===== src/rtl/input_pack_store_mem_pkg.sv =====
// ece520_io_pkg: shared widths and the capture FSM state type for the
// input byte-pack / frame-store path.
//   BYTES_PER_WORD  bytes packed into one frame-buffer word
//   WORD_W          frame-buffer word width
//   ADDR_W          frame-buffer address width ({base, word_index})
//   WORD_IDX_W      word index width inside one frame buffer
package ece520_io_pkg;
  localparam int BYTE_W         = 8;
  localparam int BYTES_PER_WORD = 16;
  localparam int WORD_W         = 128;
  localparam int ADDR_W         = 16;
  localparam int WORD_IDX_W     = 15;
  localparam int IDX_W          = $clog2(BYTES_PER_WORD);

  typedef enum logic [1:0] {
    IDLE = 2'd0,
    FILL = 2'd1,
    DONE = 2'd2
  } store_state_t;
endpackage


===== src/rtl/input_pack_store_mem_if.sv =====
// input_pack_store_mem_if: byte-stream input plus the 128-bit frame-buffer
// write port.
//   DataIn/DataValid        byte source -> store block (no backpressure)
//   WriteAddress/WriteBus/
//   WriteMask/WriteEnable   store block -> frame memory
// Modports: master = store block (drives the memory write port),
//           slave  = byte source / memory side.
interface input_pack_store_mem_if;
  import ece520_io_pkg::*;

  logic [BYTE_W-1:0]         DataIn;
  logic                      DataValid;
  logic [ADDR_W-1:0]         WriteAddress;
  logic [WORD_W-1:0]         WriteBus;
  logic [BYTES_PER_WORD-1:0] WriteMask;
  logic                      WriteEnable;

  modport master (
    input  DataIn, DataValid,
    output WriteAddress, WriteBus, WriteMask, WriteEnable
  );

  modport slave (
    output DataIn, DataValid,
    input  WriteAddress, WriteBus, WriteMask, WriteEnable
  );
endinterface


===== src/rtl/input_pack_store_mem_byte_packer.sv =====
// byte_packer: gathers accepted bytes into a 16-lane accumulator, first byte
// in lane 0 ([7:0]).
//   clock, reset_n  clock / async active-low reset
//   clear           drop any partial word (capture not active)
//   accept          data_in is taken this cycle
//   data_in         input byte
//   word_full       combinational: this accept completes the word
//   word_next       accumulator with this cycle's byte already merged
//   fill_mask       lanes holding valid bytes, including this cycle's byte
module byte_packer
  import ece520_io_pkg::*;
(
  input  logic                      clock,
  input  logic                      reset_n,
  input  logic                      clear,
  input  logic                      accept,
  input  logic [BYTE_W-1:0]         data_in,
  output logic                      word_full,
  output logic [WORD_W-1:0]         word_next,
  output logic [BYTES_PER_WORD-1:0] fill_mask
);
  logic [IDX_W-1:0]                           byte_idx;
  logic [BYTES_PER_WORD-1:0][BYTE_W-1:0]      acc;
  logic [BYTES_PER_WORD-1:0][BYTE_W-1:0]      acc_nxt;

  for (genvar g = 0; g < BYTES_PER_WORD; g++) begin : g_lane
    logic hit;
    assign hit          = accept && (byte_idx == IDX_W'(g));
    assign acc_nxt[g]   = hit ? data_in : acc[g];
    assign fill_mask[g] = hit || (byte_idx > IDX_W'(g));
  end

  assign word_full = accept && (byte_idx == IDX_W'(BYTES_PER_WORD - 1));
  assign word_next = acc_nxt;

  // A completed word is handed off the same edge it fills, so the next
  // word's first byte can land in lane 0 on the very next cycle.
  always_ff @(posedge clock or negedge reset_n) begin
    if (!reset_n) begin
      acc      <= '0;
      byte_idx <= '0;
    end else if (clear || word_full) begin
      acc      <= '0;
      byte_idx <= '0;
    end else if (accept) begin
      acc      <= acc_nxt;
      byte_idx <= byte_idx + IDX_W'(1);
    end
  end
endmodule


===== src/rtl/input_pack_store_mem.sv =====
// input_pack_store_mem: packs an incoming byte stream into 128-bit words and
// writes each full word to frame memory at {input_base_offset, word_index}
// with a one-cycle WriteEnable; done rises after the last word of the frame.
//   clock, reset_n     clock / async active-low reset
//   start              level: high = capture frame, low = abort / idle
//   input_base_offset  frame-buffer select, sampled in IDLE only
//   bus (master)       DataIn/DataValid in; WriteAddress/WriteBus/
//                      WriteMask/WriteEnable out
//   done               frame complete (held until start drops)
// Optional feature macro INPUT_STORE_FLUSH_EN: an abort with a partially
// filled word writes that word with a per-byte mask instead of dropping it.
module input_pack_store_mem
  import ece520_io_pkg::*;
#(
  parameter int WORDS_PER_FRAME = 19200
) (
  input  logic                   clock,
  input  logic                   reset_n,
  input  logic                   start,
  input  logic                   input_base_offset,
  input_pack_store_mem_if.master bus,
  output logic                   done
);
  localparam logic [WORD_IDX_W-1:0] LAST_IDX = WORD_IDX_W'(WORDS_PER_FRAME - 1);

  store_state_t              state, state_nxt;
  logic [WORD_IDX_W-1:0]     word_index;
  logic                      base_q;
  logic                      accept, clear, last_wr, flush, wr_go;
  logic                      word_full;
  logic [WORD_W-1:0]         word_next;
  logic [BYTES_PER_WORD-1:0] fill_mask;

  // Strobe cycle of the frame's final word: the frame is over, so any byte
  // arriving now is not the start of another word.
  assign last_wr = (state == FILL) && bus.WriteEnable && (word_index == LAST_IDX);
  assign accept  = (state == FILL) && bus.DataValid && !last_wr;
  assign clear   = (state != FILL);

  byte_packer u_packer (
    .clock     (clock),
    .reset_n   (reset_n),
    .clear     (clear),
    .accept    (accept),
    .data_in   (bus.DataIn),
    .word_full (word_full),
    .word_next (word_next),
    .fill_mask (fill_mask)
  );

`ifdef INPUT_STORE_FLUSH_EN
  // Abort with bytes held (including one arriving this cycle) and the word
  // not completing: write what we have, unfilled lanes are zero.
  assign flush = (state == FILL) && !start && !word_full && (|fill_mask);
`else
  assign flush = 1'b0;
`endif

  assign wr_go = word_full || flush;

  always_comb begin
    state_nxt = state;
    unique case (state)
      IDLE:    if (start) state_nxt = FILL;
      FILL:    if (!start) state_nxt = IDLE;
               else if (last_wr) state_nxt = DONE;
      DONE:    if (!start) state_nxt = IDLE;
      default: state_nxt = IDLE;
    endcase
  end

  assign done = (state == DONE);

  always_ff @(posedge clock or negedge reset_n) begin
    if (!reset_n) begin
      state            <= IDLE;
      word_index       <= '0;
      base_q           <= 1'b0;
      bus.WriteEnable  <= 1'b0;
      bus.WriteAddress <= '0;
      bus.WriteBus     <= '0;
      bus.WriteMask    <= '0;
    end else begin
      state           <= state_nxt;
      bus.WriteEnable <= wr_go;

      // Address advances the cycle after each strobe; the last word pins it.
      if (state == IDLE) begin
        word_index <= '0;
        base_q     <= input_base_offset;
      end else if (state == FILL && bus.WriteEnable && word_index != LAST_IDX) begin
        word_index <= word_index + WORD_IDX_W'(1);
      end

      if (wr_go) begin
        bus.WriteBus     <= word_next;
        bus.WriteAddress <= {base_q, word_index};
        bus.WriteMask    <= word_full ? '1 : fill_mask;
      end else if (state == IDLE) begin
        bus.WriteAddress <= {input_base_offset, {WORD_IDX_W{1'b0}}};
      end
    end
  end
endmodule


===== src/flat_wrapper.sv =====
// flat-port wrapper written by rule: the top's interface ports become plain ports
module input_pack_store_mem_flat import ece520_io_pkg::*;
#(
  parameter int WORDS_PER_FRAME = 19200
)
  (clock, reset_n, start, input_base_offset, done, bus_DataIn, bus_DataValid, bus_WriteAddress, bus_WriteBus, bus_WriteMask, bus_WriteEnable);
  input_pack_store_mem_if bus_i ();
  input  logic clock;
  input  logic reset_n;
  input  logic start;
  input  logic input_base_offset;
  output logic done;
  input wire logic [$bits(bus_i.DataIn)-1:0] bus_DataIn;
  input wire logic [$bits(bus_i.DataValid)-1:0] bus_DataValid;
  output wire logic [$bits(bus_i.WriteAddress)-1:0] bus_WriteAddress;
  output wire logic [$bits(bus_i.WriteBus)-1:0] bus_WriteBus;
  output wire logic [$bits(bus_i.WriteMask)-1:0] bus_WriteMask;
  output wire logic [$bits(bus_i.WriteEnable)-1:0] bus_WriteEnable;
  assign bus_i.DataIn = bus_DataIn;
  assign bus_i.DataValid = bus_DataValid;
  assign bus_WriteAddress = bus_i.WriteAddress;
  assign bus_WriteBus = bus_i.WriteBus;
  assign bus_WriteMask = bus_i.WriteMask;
  assign bus_WriteEnable = bus_i.WriteEnable;
  input_pack_store_mem #(.WORDS_PER_FRAME(WORDS_PER_FRAME)) u_core (.clock(clock), .reset_n(reset_n), .start(start), .input_base_offset(input_base_offset), .bus(bus_i), .done(done));
endmodule

===== config.mk =====
export PLATFORM = sky130hd
export DESIGN_NAME = input_pack_store_mem_flat
export DESIGN_NICKNAME = d
export VERILOG_FILES = /design/src/rtl/input_pack_store_mem_pkg.sv /design/src/rtl/input_pack_store_mem_if.sv /design/src/rtl/input_pack_store_mem_byte_packer.sv /design/src/rtl/input_pack_store_mem.sv /design/src/flat_wrapper.sv
export SDC_FILE = /design/constraint.sdc
export NUM_CORES = 1
export LEC_CHECK = 0
export CAP_MARGIN = 20
export CELL_PAD_IN_SITES_DETAIL_PLACEMENT = 0
export CELL_PAD_IN_SITES_GLOBAL_PLACEMENT = 1
export CORE_MARGIN = 2
export CORE_UTILIZATION = 25
export CTS_CLUSTER_SIZE = 40
export DETAILED_ROUTE_END_ITERATION = 10
export PLACE_DENSITY_LB_ADDON = 0.1
export SLEW_MARGIN = 20
export SYNTH_ARGS = -nofsm -noshare
export SYNTH_HDL_FRONTEND = slang
export SYNTH_SLANG_ARGS = --single-unit

===== constraint.sdc =====
create_clock -name clock -period 2.8 [get_ports clock]
set_clock_uncertainty 0.15 [all_clocks]
set_input_delay 0.42 -clock clock [delete_from_list [all_inputs] [get_ports clock]]
set_output_delay 0.42 -clock clock [all_outputs]
set_load 0.005 [all_outputs]

== Word-level counts from Yosys, hierarchy flattened ==
Cells that the tools add are included.
Cells by class
  eq/ne operators: 23
  multiplexer cells: 29
  add/subtract/negate cells: 2
  reduce and logical (&&, ||, !) cells: 29
Operator list (number)
  2-to-1 mux 128 bit: 2
  2-to-1 mux 8 bit: 16
  == test 4 bit (second input constant): 8
  2-to-1 mux 16 bit: 2
  2-to-1 mux 15 bit: 2
  logical AND 1 bit: 21
  == test 4 x 3 -> 1 bit (second input constant): 4
  adder 15 x 1 -> 15 bit (second input constant): 1
  == test 15 bit (second input constant): 1
  != test 15 bit (second input constant): 1
  == test 4 x 2 -> 1 bit (second input constant): 2
  2-to-1 mux 2 bit: 4
  2-to-1 mux 4 bit: 2
  one-hot mux 2 bit (3 select lines): 1
  nonzero test 2 bit: 3
  adder 4 x 1 -> 4 bit (second input constant): 1
  == test 4 x 1 -> 1 bit (second input constant): 1
  logical NOT 4 bit: 1
  != test 2 bit (second input constant): 2
  != test 3 x 2 -> 1 bit (second input constant): 1
  AND reduction 3 bit: 1
  == test 2 x 1 -> 1 bit (second input constant): 1
  == test 2 bit (second input constant): 1
  logical NOT 2 bit: 1
  3 further kinds: 3
Word-level totals
  word-level logic and storage cells: 107
  output and inout bits: 162
  register bits after elaboration: 296
  input port bits: 13

== Longest topological paths before layout ==
Gate-level depths: netlist (run 1).
  depth in word-level cells: 9
  gate-level depth with buffers: 9
  depth with buffers taken out: 6

== Modules after synthesis ==
Synthesis (run 1) repeated with hierarchy kept, for this count alone.
Second synthesis, totals
  cell total of the unflattened synthesis: 1127
  area total of the unflattened synthesis: 14163.6 um2
Modules (own cells, without submodules)
  byte_packer: instances 1, cells each 665, area an instance 7652.3 um2
  input_pack_store_mem: instances 1, cells each 462, area an instance 6511.2 um2

== Worst setup path after synthesis (run 1) ==
OpenSTA, ideal clock, no wires.
  kind: register to register
  start point: register u_core.word_index[0]
  end point: register u_core.bus.WriteBus[0]
  clock period less this slack: 2301 ps
  cell stages (with the launch flop): 9
  required time: 2525 ps
  slack: 499 ps
  buffers on the path: 3
  arrival: 2027 ps
  cells stage by stage: dfrtp_1 -> ha_1 -> and3_1 -> and4_1 -> buf_6 -> a21oi_2 -> buf_2 -> buf_2 -> mux2_2
On the way
  cells in the longest elaborated chain, start to end: 6
  elaborated cells on any way between the ends: 7
Ends and longest elaborated chain
  from (decl): line input_pack_store_mem.sv:27  | logic [WORD_IDX_W-1:0] word_index;
  from (signal assigned): line input_pack_store_mem.sv:92  | word_index <= word_index + WORD_IDX_W'(1);
  == test 15 bit *: line input_pack_store_mem.sv:36  | assign last_wr = (state == FILL) && bus.WriteEnable && (word_index == LAST_IDX);
  logical AND 1 bit *: line input_pack_store_mem.sv:36
  logical NOT 1 bit *: line input_pack_store_mem.sv:37  | assign accept = (state == FILL) && bus.DataValid && !last_wr;
  logical AND 1 bit *: line input_pack_store_mem.sv:37
  logical AND 1 bit: line input_pack_store_mem_byte_packer.sv:28  | assign hit = accept && (byte_idx == IDX_W'(g));
  2-to-1 mux 8 bit: line input_pack_store_mem_byte_packer.sv:29  | assign acc_nxt[g] = hit ? data_in : acc[g];
  to (signal assigned): line input_pack_store_mem.sv:96  | bus.WriteBus <= word_next;
  to (decl): line input_pack_store_mem_if.sv:20  | output WriteAddress, WriteBus, WriteMask, WriteEnable
Mark *: on every way between the ends. The rest lies on a longest branch, timed or not.
A chain may end at the register's enable or synchronous reset.

== Final worst setup path (run 1) ==
  start point: register u_core.word_index[0]
  end point: register u_core.bus.WriteBus[102]
The elaborated chain is that of the path after synthesis.

==> results of run 1 <==
==> worst max-delay path, stage by stage (launching register included) <==
cell and delay, ns:
dfrtp_1 0.41, ha_1 0.24, and3_1 0.19, and4_1 0.30
buf_4 0.21, a211oi_4 0.58, mux2i_1 0.29, a21oi_1 0.09
==> timing repair <==
item                                    4_1_cts  5_1_grt
endpoints found under the setup margin        0        2
hold buffers                                  1        0
hold endpoints to repair                     49        0
resized for setup                             0        0
buffers inserted                              0        4
==> power groups by stage <==
stage | Sequential [W] | Combinational, W | Clock (W)
after floorplan | 0.00427 | 0.000129 | 0
after global placement | 0.00427 | 0.000375 | 0
after detailed placement | 0.00427 | 0.000374 | 0
after CTS | 0.00420 | 0.000377 | 0.00485
after global routing | 0.00420 | 0.000406 | 0.00505
final | 0.00420 | 0.000360 | 0.00468
==> logic make-up (layout without fill, tap and decap cells) <==
kind of cell	after synthesis	after routing
flip-flops	288	288
AO/OA/AOI/OAI	206	206
AND/OR/NAND/NOR	180	180
multiplexers	131	131
buffers and inverters	80	299
XOR/XNOR	9	9
adder cells (fa/ha/maj)	5	5
==> worst max path at each step <==
stage	startpoint	to	slack, ns	depth (start not counted)
2_1_floorplan	u_core.word_index[0]$_DFFE_PN0P_	u_core.bus.WriteBus[0]$_DFFE_PN0N_	0.50	8
3_3_place_gp	u_core.word_index[0]$_DFFE_PN0P_	u_core.bus.WriteBus[106]$_DFFE_PN0N_	0.12	7
3_5_place_dp	u_core.word_index[0]$_DFFE_PN0P_	u_core.bus.WriteBus[106]$_DFFE_PN0N_	0.12	7
4_1_cts	u_core.word_index[0]$_DFFE_PN0P_	u_core.bus.WriteBus[106]$_DFFE_PN0N_	0.11	7
5_1_grt	u_core.word_index[0]$_DFFE_PN0P_	u_core.bus.WriteBus[99]$_DFFE_PN0N_	0.05	7
6_report	u_core.word_index[0]$_DFFE_PN0P_	u_core.bus.WriteBus[102]$_DFFE_PN0N_	0.23	7
==> metrics by stage <==
step / power, W / cells / instance area (µm²) / hold slack (ns) / setup slack, ns
final: 0.00924 / 1718 / 15500 / 0.275 / 0.228
after global routing: 0.00965 / 1718 / 15500 / 0.308 / 0.0532
after CTS: 0.00942 / 1714 / 15400 / 0.284 / 0.105
after detailed placement: 0.00465 / 1648 / 14200 / 0.256 / 0.125
after global placement: 0.00465 / 1648 / 14200 / 0.255 / 0.122
after floorplan: 0.00440 / 899 / 11600 / -0.0256 / 0.499
==> area by class of cell <==
cell class	count	area, µm²	share of cell area, %
Clock buffer	54	1060	6.85
Multi-Input combinational cell	531	3980	25.7
Inverter	4	15.0	0.0972
Clock inverter	11	138	0.891
Tap cell	600	751	4.86
Timing Repair Buffer	230	2310	14.9
Sequential cell	288	7210	46.6
==> cells in the final DEF (no fill, tap or decap), types with 24 or more instances in the layout <==
cell type / count
a21oi_1: 38
a32o_1: 24
buf_4: 44
clkbuf_16: 36
clkdlybuf4s50_1: 173
dfrtp_1: 288
mux2_2: 104
mux2i_1: 27
nand2_1: 90
nor2_1: 41
o21ai_0: 31
o2bb2ai_1: 96
==> state kept, by name, indices dropped and copies added, names as in the netlist <==
signal / flops
u_core.base_q: 1
u_core.bus.WriteAddress: 16
u_core.bus.WriteBus: 128
u_core.bus.WriteEnable: 1
u_core.bus.WriteMask: 1
u_core.state: 2
u_core.u_packer.acc: 120
u_core.u_packer.byte_idx: 4
u_core.word_index: 15
==> routing by layer <==
layer	up-vias	global-route usage (%)	wire, µm
met2	180	22.3	15600
met4	0	3.58	529
met1	3999	22.3	17800
met5	-	0	0
li1	3647	-	-
met3	34	2.74	1430
==> cell usage after synthesis, types with 2 or more instances <==
master / n / area share [%]
dfrtp_1: 288 / 62
mux2_2: 104 / 10
o2bb2ai_1: 96 / 7.3
nand2_1: 90 / 2.9
nor2_1: 41 / 1.3
a21oi_1: 38 / 1.6
o21ai_0: 31 / 1.3
clkbuf_1: 30 / 0.97
mux2i_1: 27 / 2.3
a32o_1: 24 / 2.1
buf_2: 19 / 0.82
buf_4: 16 / 1.0
buf_1: 9 / 0.29
nand3_1: 9 / 0.39
and3_1: 8 / 0.43
xnor2_1: 7 / 0.53
ha_1: 5 / 0.54
nand4_1: 5 / 0.27
nor4_1: 5 / 0.27
inv_1: 4 / 0.13
nor2b_1: 4 / 0.22
a211oi_4: 3 / 0.52
nor3_1: 3 / 0.13
o21ai_1: 3 / 0.13
o31ai_1: 3 / 0.19
or3_1: 3 / 0.16
a21o_1: 2 / 0.13
a21oi_2: 2 / 0.15
buf_6: 2 / 0.19
o211ai_1: 2 / 0.13
xor2_1: 2 / 0.15
==> metrics.md, run 1 <==
| Metric | Value |
|---|---|
| Sequential-to-total area share from yosys stat | `around 62%` |
| Switching share of power | `23.3%` |
| Post-Route Utilization | `33.9%` |
| Area Overhead vs Synth | `33.5%` |
| Combinational Power Share | `3.9%` |
| Reg-to-reg startpoint | `u_core.word_index[0]$_DFFE_PN0P_` |
| Num CTS Buffers | `36` |
| Clock Latency Late Sink | `between 0.5 and 0.6 ns` |
| RSZ-0062 raised after global routing | `false` |
| Cells on worst reg2reg path | `7` |
| PortBufs | `174` |
| Reg2reg end | `u_core.bus.WriteBus[102]$_DFFE_PN0N_` |
| Syn. warnings | `0` |
| Status | `complete, no violations` |
| Drt drc | `0` |
| Switching power | `0.00215 W` |
| Core area | `45600 µm²` |
| Chip Height | `around 220 µm` |
| Total negative slack | `0 ns` |
| Total global routing overflow | `0` |
| H-tree levels | `2` |
| Final min period | `2.57 ns` |
| I/O pins | `175` |
| Synth cell types | `45` |
| Initial antenna violation count | `0` |
| Fmax | `389 MHz` |
| Global-route usage over all layers | `15.0%` |
| Vias per cell | `between 4 and 5` |
| Max IR drop VDD | `0.000321 V` |
| Final Hold Vio Count | `0` |
| WL/cell | `20.6 µm` |
| Die width | `219 µm` |
| Crit path launch type | `register` |
| Starting Density | `25.4%` |
| Lkg Pwr | `6.76 nW` |
| Tcrit/Tclk final | `91.8%` |
| CP Class | `reg -> reg` |
| Number of global-route vias before repair | `8151` |
| P_int | `between 0.007 and 0.008 W` |
| Clk pin slew, worst setup/hold paths | `around 0.060 ns` |
| Largest family of logic cells by synthesized area | `compound AO/OA/AOI/OAI gates` |
| CTS tree | `built` |
| Worst slew pin tran | `0.748 ns` |
| R2R Setup Slk | `0.23 ns` |
| Syn_nets | `917` |
| DIE AREA | `approximately 48000 µm²` |
| Simple-gate share of the synthesized area | `6.94%` |
| Ratio of cells with drive above 1 in the final layout | `20.0%` |
| Max cap viols | `0` |
| Largest net degree at the start of global routing | `about 80` |
| Worst Hold Class | `in -> async` |
| Clk pwr share | `50.7%` |
| Drt pass-1 iters | `6` |
| Mapped Area | `11600 µm²` |
| Number of antenna diodes | `0` |
| CP endpoint kind | `register` |
| 1st-iter DRT viols | `487` |
| Final ANT Viol Nets | `0` |
| Post-Synthesis Cells | `899` |
| Root buf cell | `clkbuf_16` |
| Pwr/cell area | `between 500 and 600 nW/µm²` |
| Ys async rst share | `between 90% and 100%` |
| Fillers | `4491` |
| Gpl congestion | `0.707` |
| Clock Tree Buf Depth | `3` |
| XOR/XNOR share of the synthesized area | `less than 1%` |
| Final slew viol count | `0` |
| Syn Area/Cell | `between 10 and 15 µm²` |
| Dpl hpwl | `between 20000 and 25000 µm` |
| Main synth FF type | `dfrtp_1` |
| Critical path arrival | `approximately 2.8 ns` |
| Relative slew slack | `49.8%` |
| Final WL | `around 35000 µm` |
| Reg power frac | `a little under half` |
| Yosys reg bits | `between 200 and 300` |
| Synth Area in Compound Gates | `a little over an eighth` |
| Final Setup Violations | `0` |
| Number of enable flip-flop cells after synthesis | `0` |
| Num Clock Sinks | `288` |
| Vias | `7860` |
| Num rows | `78` |
| Mux share of post-synthesis cell area | `12.5%` |
| Crit path max fanout | `8` |
| Global-route wire length before repair | `about 54000 µm` |
| WP data required | `~3 ns` |
| Adder-cell share of the synthesized area | `0.540%` |
| Nets | `1109` |
No activity file was read; power rests on OpenSTA's default activity.
==> run 2: changes to the inputs <==
--- a/config.mk
+++ b/config.mk
@@ -13,6 +13,7 @@
 export CTS_CLUSTER_SIZE = 40
 export DETAILED_ROUTE_END_ITERATION = 10
 export PLACE_DENSITY_LB_ADDON = 0.1
+export SETUP_SLACK_MARGIN = 0.1
 export SLEW_MARGIN = 20
 export SYNTH_ARGS = -nofsm -noshare
 export SYNTH_HDL_FRONTEND = slang
==> run 2 against run 1 <==
Net effect: worst setup slack improved by 0.029 ns; first-iteration DRC count increased by 6.0%; critical endpoint is now u_core.u_packer.acc[95]$_DFFE_PN0P_; largest cell class unchanged; cell area increased by 0.13%; utilization about the same; fmax increased by 1.1%; non-clock buffer count increased by 1; via count decreased by 0.18%; sequential power about the same; register-to-register slack improved by 0.03 ns; worst hold slack improved by 0.00091 ns; clock-buffer cell count unchanged; highest routed layer unchanged.
==> metrics.md, run 2 (synthesis gave the netlist of run 1 again) <==
| Metric | Value |
|---|---|
| Most frequent cells in the layout | `dfrtp_1 (288), clkdlybuf4s50_1 (173), mux2_2 (104), o2bb2ai_1 (96), nand2_1 (90) (unchanged)` |
| Initial antenna violation count | `0 (unchanged)` |
| Post_cts resized | `0 (unchanged)` |
| Final slew viol count | `0 (unchanged)` |
| Crit path max fanout | `15 (was 8)` |
| CTS tree | `built (unchanged)` |
| Num rows | `78 (unchanged)` |
| Dpl hpwl | `23800 µm (unchanged)` |
| WL/cell | `20.6 µm (about the same)` |
| Storage cell area | `7210 µm² (unchanged)` |
| Pwr/cell area | `597 nW/µm² (was 598 nW/µm²)` |
| Tcrit/Tclk final | `90.8% (was 91.8%)` |
| Global-route wire length before repair | `54000 µm (unchanged)` |
| Gpl congestion | `0.707 (unchanged)` |
| Max reg flops | `128 (unchanged)` |
| Biggest regs | `u_core.bus.WriteBus: 128 flops, u_core.u_packer.acc: 120 flops, u_core.bus.WriteAddress: 16 flops (unchanged)` |
| Footprint of the multi-input gates | `3980 µm² (unchanged)` |
| Drt pass-1 iters | `4 (was 6)` |
| PortBufs | `174 (unchanged)` |
| Status | `complete, no violations (unchanged)` |
| Total global routing overflow | `0 (unchanged)` |
| Num Clock Sinks | `288 (unchanged)` |
| Worst slew pin tran | `0.741 ns (was 0.748 ns)` |
| Core area | `45600 µm² (unchanged)` |
| Critical path arrival | `2.86 ns (was 2.84 ns)` |
| Fillers | `4489 (was 4491)` |
| Final WL | `35400 µm (about the same)` |
| Worst stage delay on the critical path | `0.49 ns (was 0.58 ns)` |
| 1st-iter DRT viols | `516 (was 487)` |
| Ratio of cells with drive above 1 in the final layout | `20.1% (was 20.0%)` |
| Slowest stage cell on the critical path | `nor4b_1 (was a211oi_4)` |
| Final ANT Viol Nets | `0 (unchanged)` |
| Clk pin slew, worst setup/hold paths | `0.06 ns (about the same)` |
| Relative slew slack | `50.3% (was 49.8%)` |
| Drt drc | `0 (unchanged)` |
| H-tree levels | `2 (unchanged)` |
| Final min period | `2.54 ns (was 2.57 ns)` |
| Area Overhead vs Synth | `33.7% (was 33.5%)` |
| Num CTS Buffers | `36 (unchanged)` |
| CP endpoint kind | `register (unchanged)` |
| WHS | `0.276 ns (was 0.275 ns)` |
| Nets | `1110 (was 1109)` |
| Global-route usage over all layers | `15.0% (unchanged)` |
| Root buf cell | `clkbuf_16 (unchanged)` |
| I/O pins | `175 (unchanged)` |
| Worst Hold Class | `in -> async (unchanged)` |
| Max IR drop VDD | `0.000320 V (was 0.000321 V)` |
| Number of global-route vias before repair | `8151 (unchanged)` |
| Vias | `7846 (was 7860)` |
| Max cap viols | `0 (unchanged)` |
| Fmax | `393 MHz (was 389 MHz)` |
| Number of antenna diodes | `0 (unchanged)` |
| Clock Tree Buf Depth | `3 (unchanged)` |
| Die width | `219 µm (unchanged)` |
| Lkg Pwr | `6.77 nW (was 6.76 nW)` |
| Total negative slack | `0 ns (unchanged)` |
| Starting Density | `25.4% (unchanged)` |
| CP Class | `reg -> reg (unchanged)` |
| Final Setup Violations | `0 (unchanged)` |
| DIE AREA | `48000 µm² (unchanged)` |
| WP data required | `3.11 ns (was 3.07 ns)` |
| Largest net degree at the start of global routing | `78 (unchanged)` |
| Crit path launch type | `register (unchanged)` |
| RSZ-0062 raised after global routing | `false (unchanged)` |
| Vias per cell | `4.56 (was 4.58)` |
| Clock Latency Late Sink | `0.53 ns (about the same)` |
| Commonest non-fill, non-tap cell in the layout | `dfrtp_1 (unchanged)` |
| Register with the most flip-flops | `u_core.bus.WriteBus (unchanged)` |
| Final Hold Vio Count | `0 (unchanged)` |
| Chip Height | `219 µm (unchanged)` |
| Crit-path cells | `nor4b_1 -> and4_1 -> nand2_1 -> buf_4 -> o21ai_1 -> a32o_1 (was ha_1 -> and3_1 -> and4_1 -> buf_4 -> a211oi_4 -> mux2i_1 -> a21oi_1)` |
==> run 2: power breakdown <==
| group | switching [W] | total (W) | internal [W] |
|---|---|---|---|
| clock network | 0.00186 | 0.00468 | 0.00282 |
| logic | 0.000273 | 0.000360 | 0.0000872 |
| registers | 0.0000155 | 0.00420 | 0.00418 |
==> run 2: per-layer routing <==
metal  global-route usage, %  wire, µm  vias up
met5                       0         0        -
met4                    3.58       546        0
met3                    2.74      1410       34
met2                    22.3     15600      178
met1                    22.3     17800     3986
li1                        -         -     3648
==> run 2: stage by stage <==
step / instances / setup WS [ns] / power [W] / utilization [%] / area (µm²)
5_1_grt: 1719 / 0.134 / 0.00965 / 34.0 / 15500
4_1_cts: 1714 / 0.105 / 0.00942 / 33.8 / 15400
3_5_place_dp: 1648 / 0.125 / 0.00465 / 31.2 / 14200
6_report: 1719 / 0.257 / 0.00924 / 34.0 / 15500
2_1_floorplan: 899 / 0.499 / 0.00440 / - / 11600
3_3_place_gp: 1648 / 0.122 / 0.00465 / 31.2 / 14200
==> run 2: area by class of cell <==
class | count | area share [%]
well taps | 600 | 4.85
inverters | 4 | 0.0970
repair buffers | 231 | 15.0
multi-input cells | 531 | 25.7
clock inverters | 11 | 0.889
flip-flops and latches | 288 | 46.6
clock buffers | 54 | 6.84
==> run 2: path summary, 6_finish.rpt <==
path	from	endpoint	slack (ns)	cells after the start
max in group asynchronous	reset_n	u_core.bus.WriteBus[120]$_DFFE_PN0N_	1.49	3
worst min register to register	u_core.base_q$_DFFE_PN0P_	u_core.bus.WriteAddress[15]$_DFFE_PN0P_	0.33	1
worst min-delay path	reset_n	u_core.bus.WriteBus[83]$_DFFE_PN0N_	0.28	2
min in group clock	start	u_core.state[1]$_DFFE_PN0P_	0.32	2
worst max register to register	u_core.word_index[12]$_DFFE_PN0P_	u_core.u_packer.acc[95]$_DFFE_PN0P_	0.26	6
worst max-delay path	u_core.word_index[12]$_DFFE_PN0P_	u_core.u_packer.acc[95]$_DFFE_PN0P_	0.26	6
==> run 2: repair_timing <==
| item | CTS | global route |
|---|---|---|
| endpoints found under the hold margin | 49 | 0 |
| hold buffers | 1 | 0 |
| setup buffers | 0 | 5 |
| endpoints found under the setup margin | 0 | 20 |
==> run 2: worst max-delay path: cells and delay by family, from the launching register on <==
family	cells	cell delay [ns]
buffers and inverters	1	0.20
AOI/OAI and AO/OA	2	0.63
DFF	1	0.42
and+or+nand+nor	3	1.07
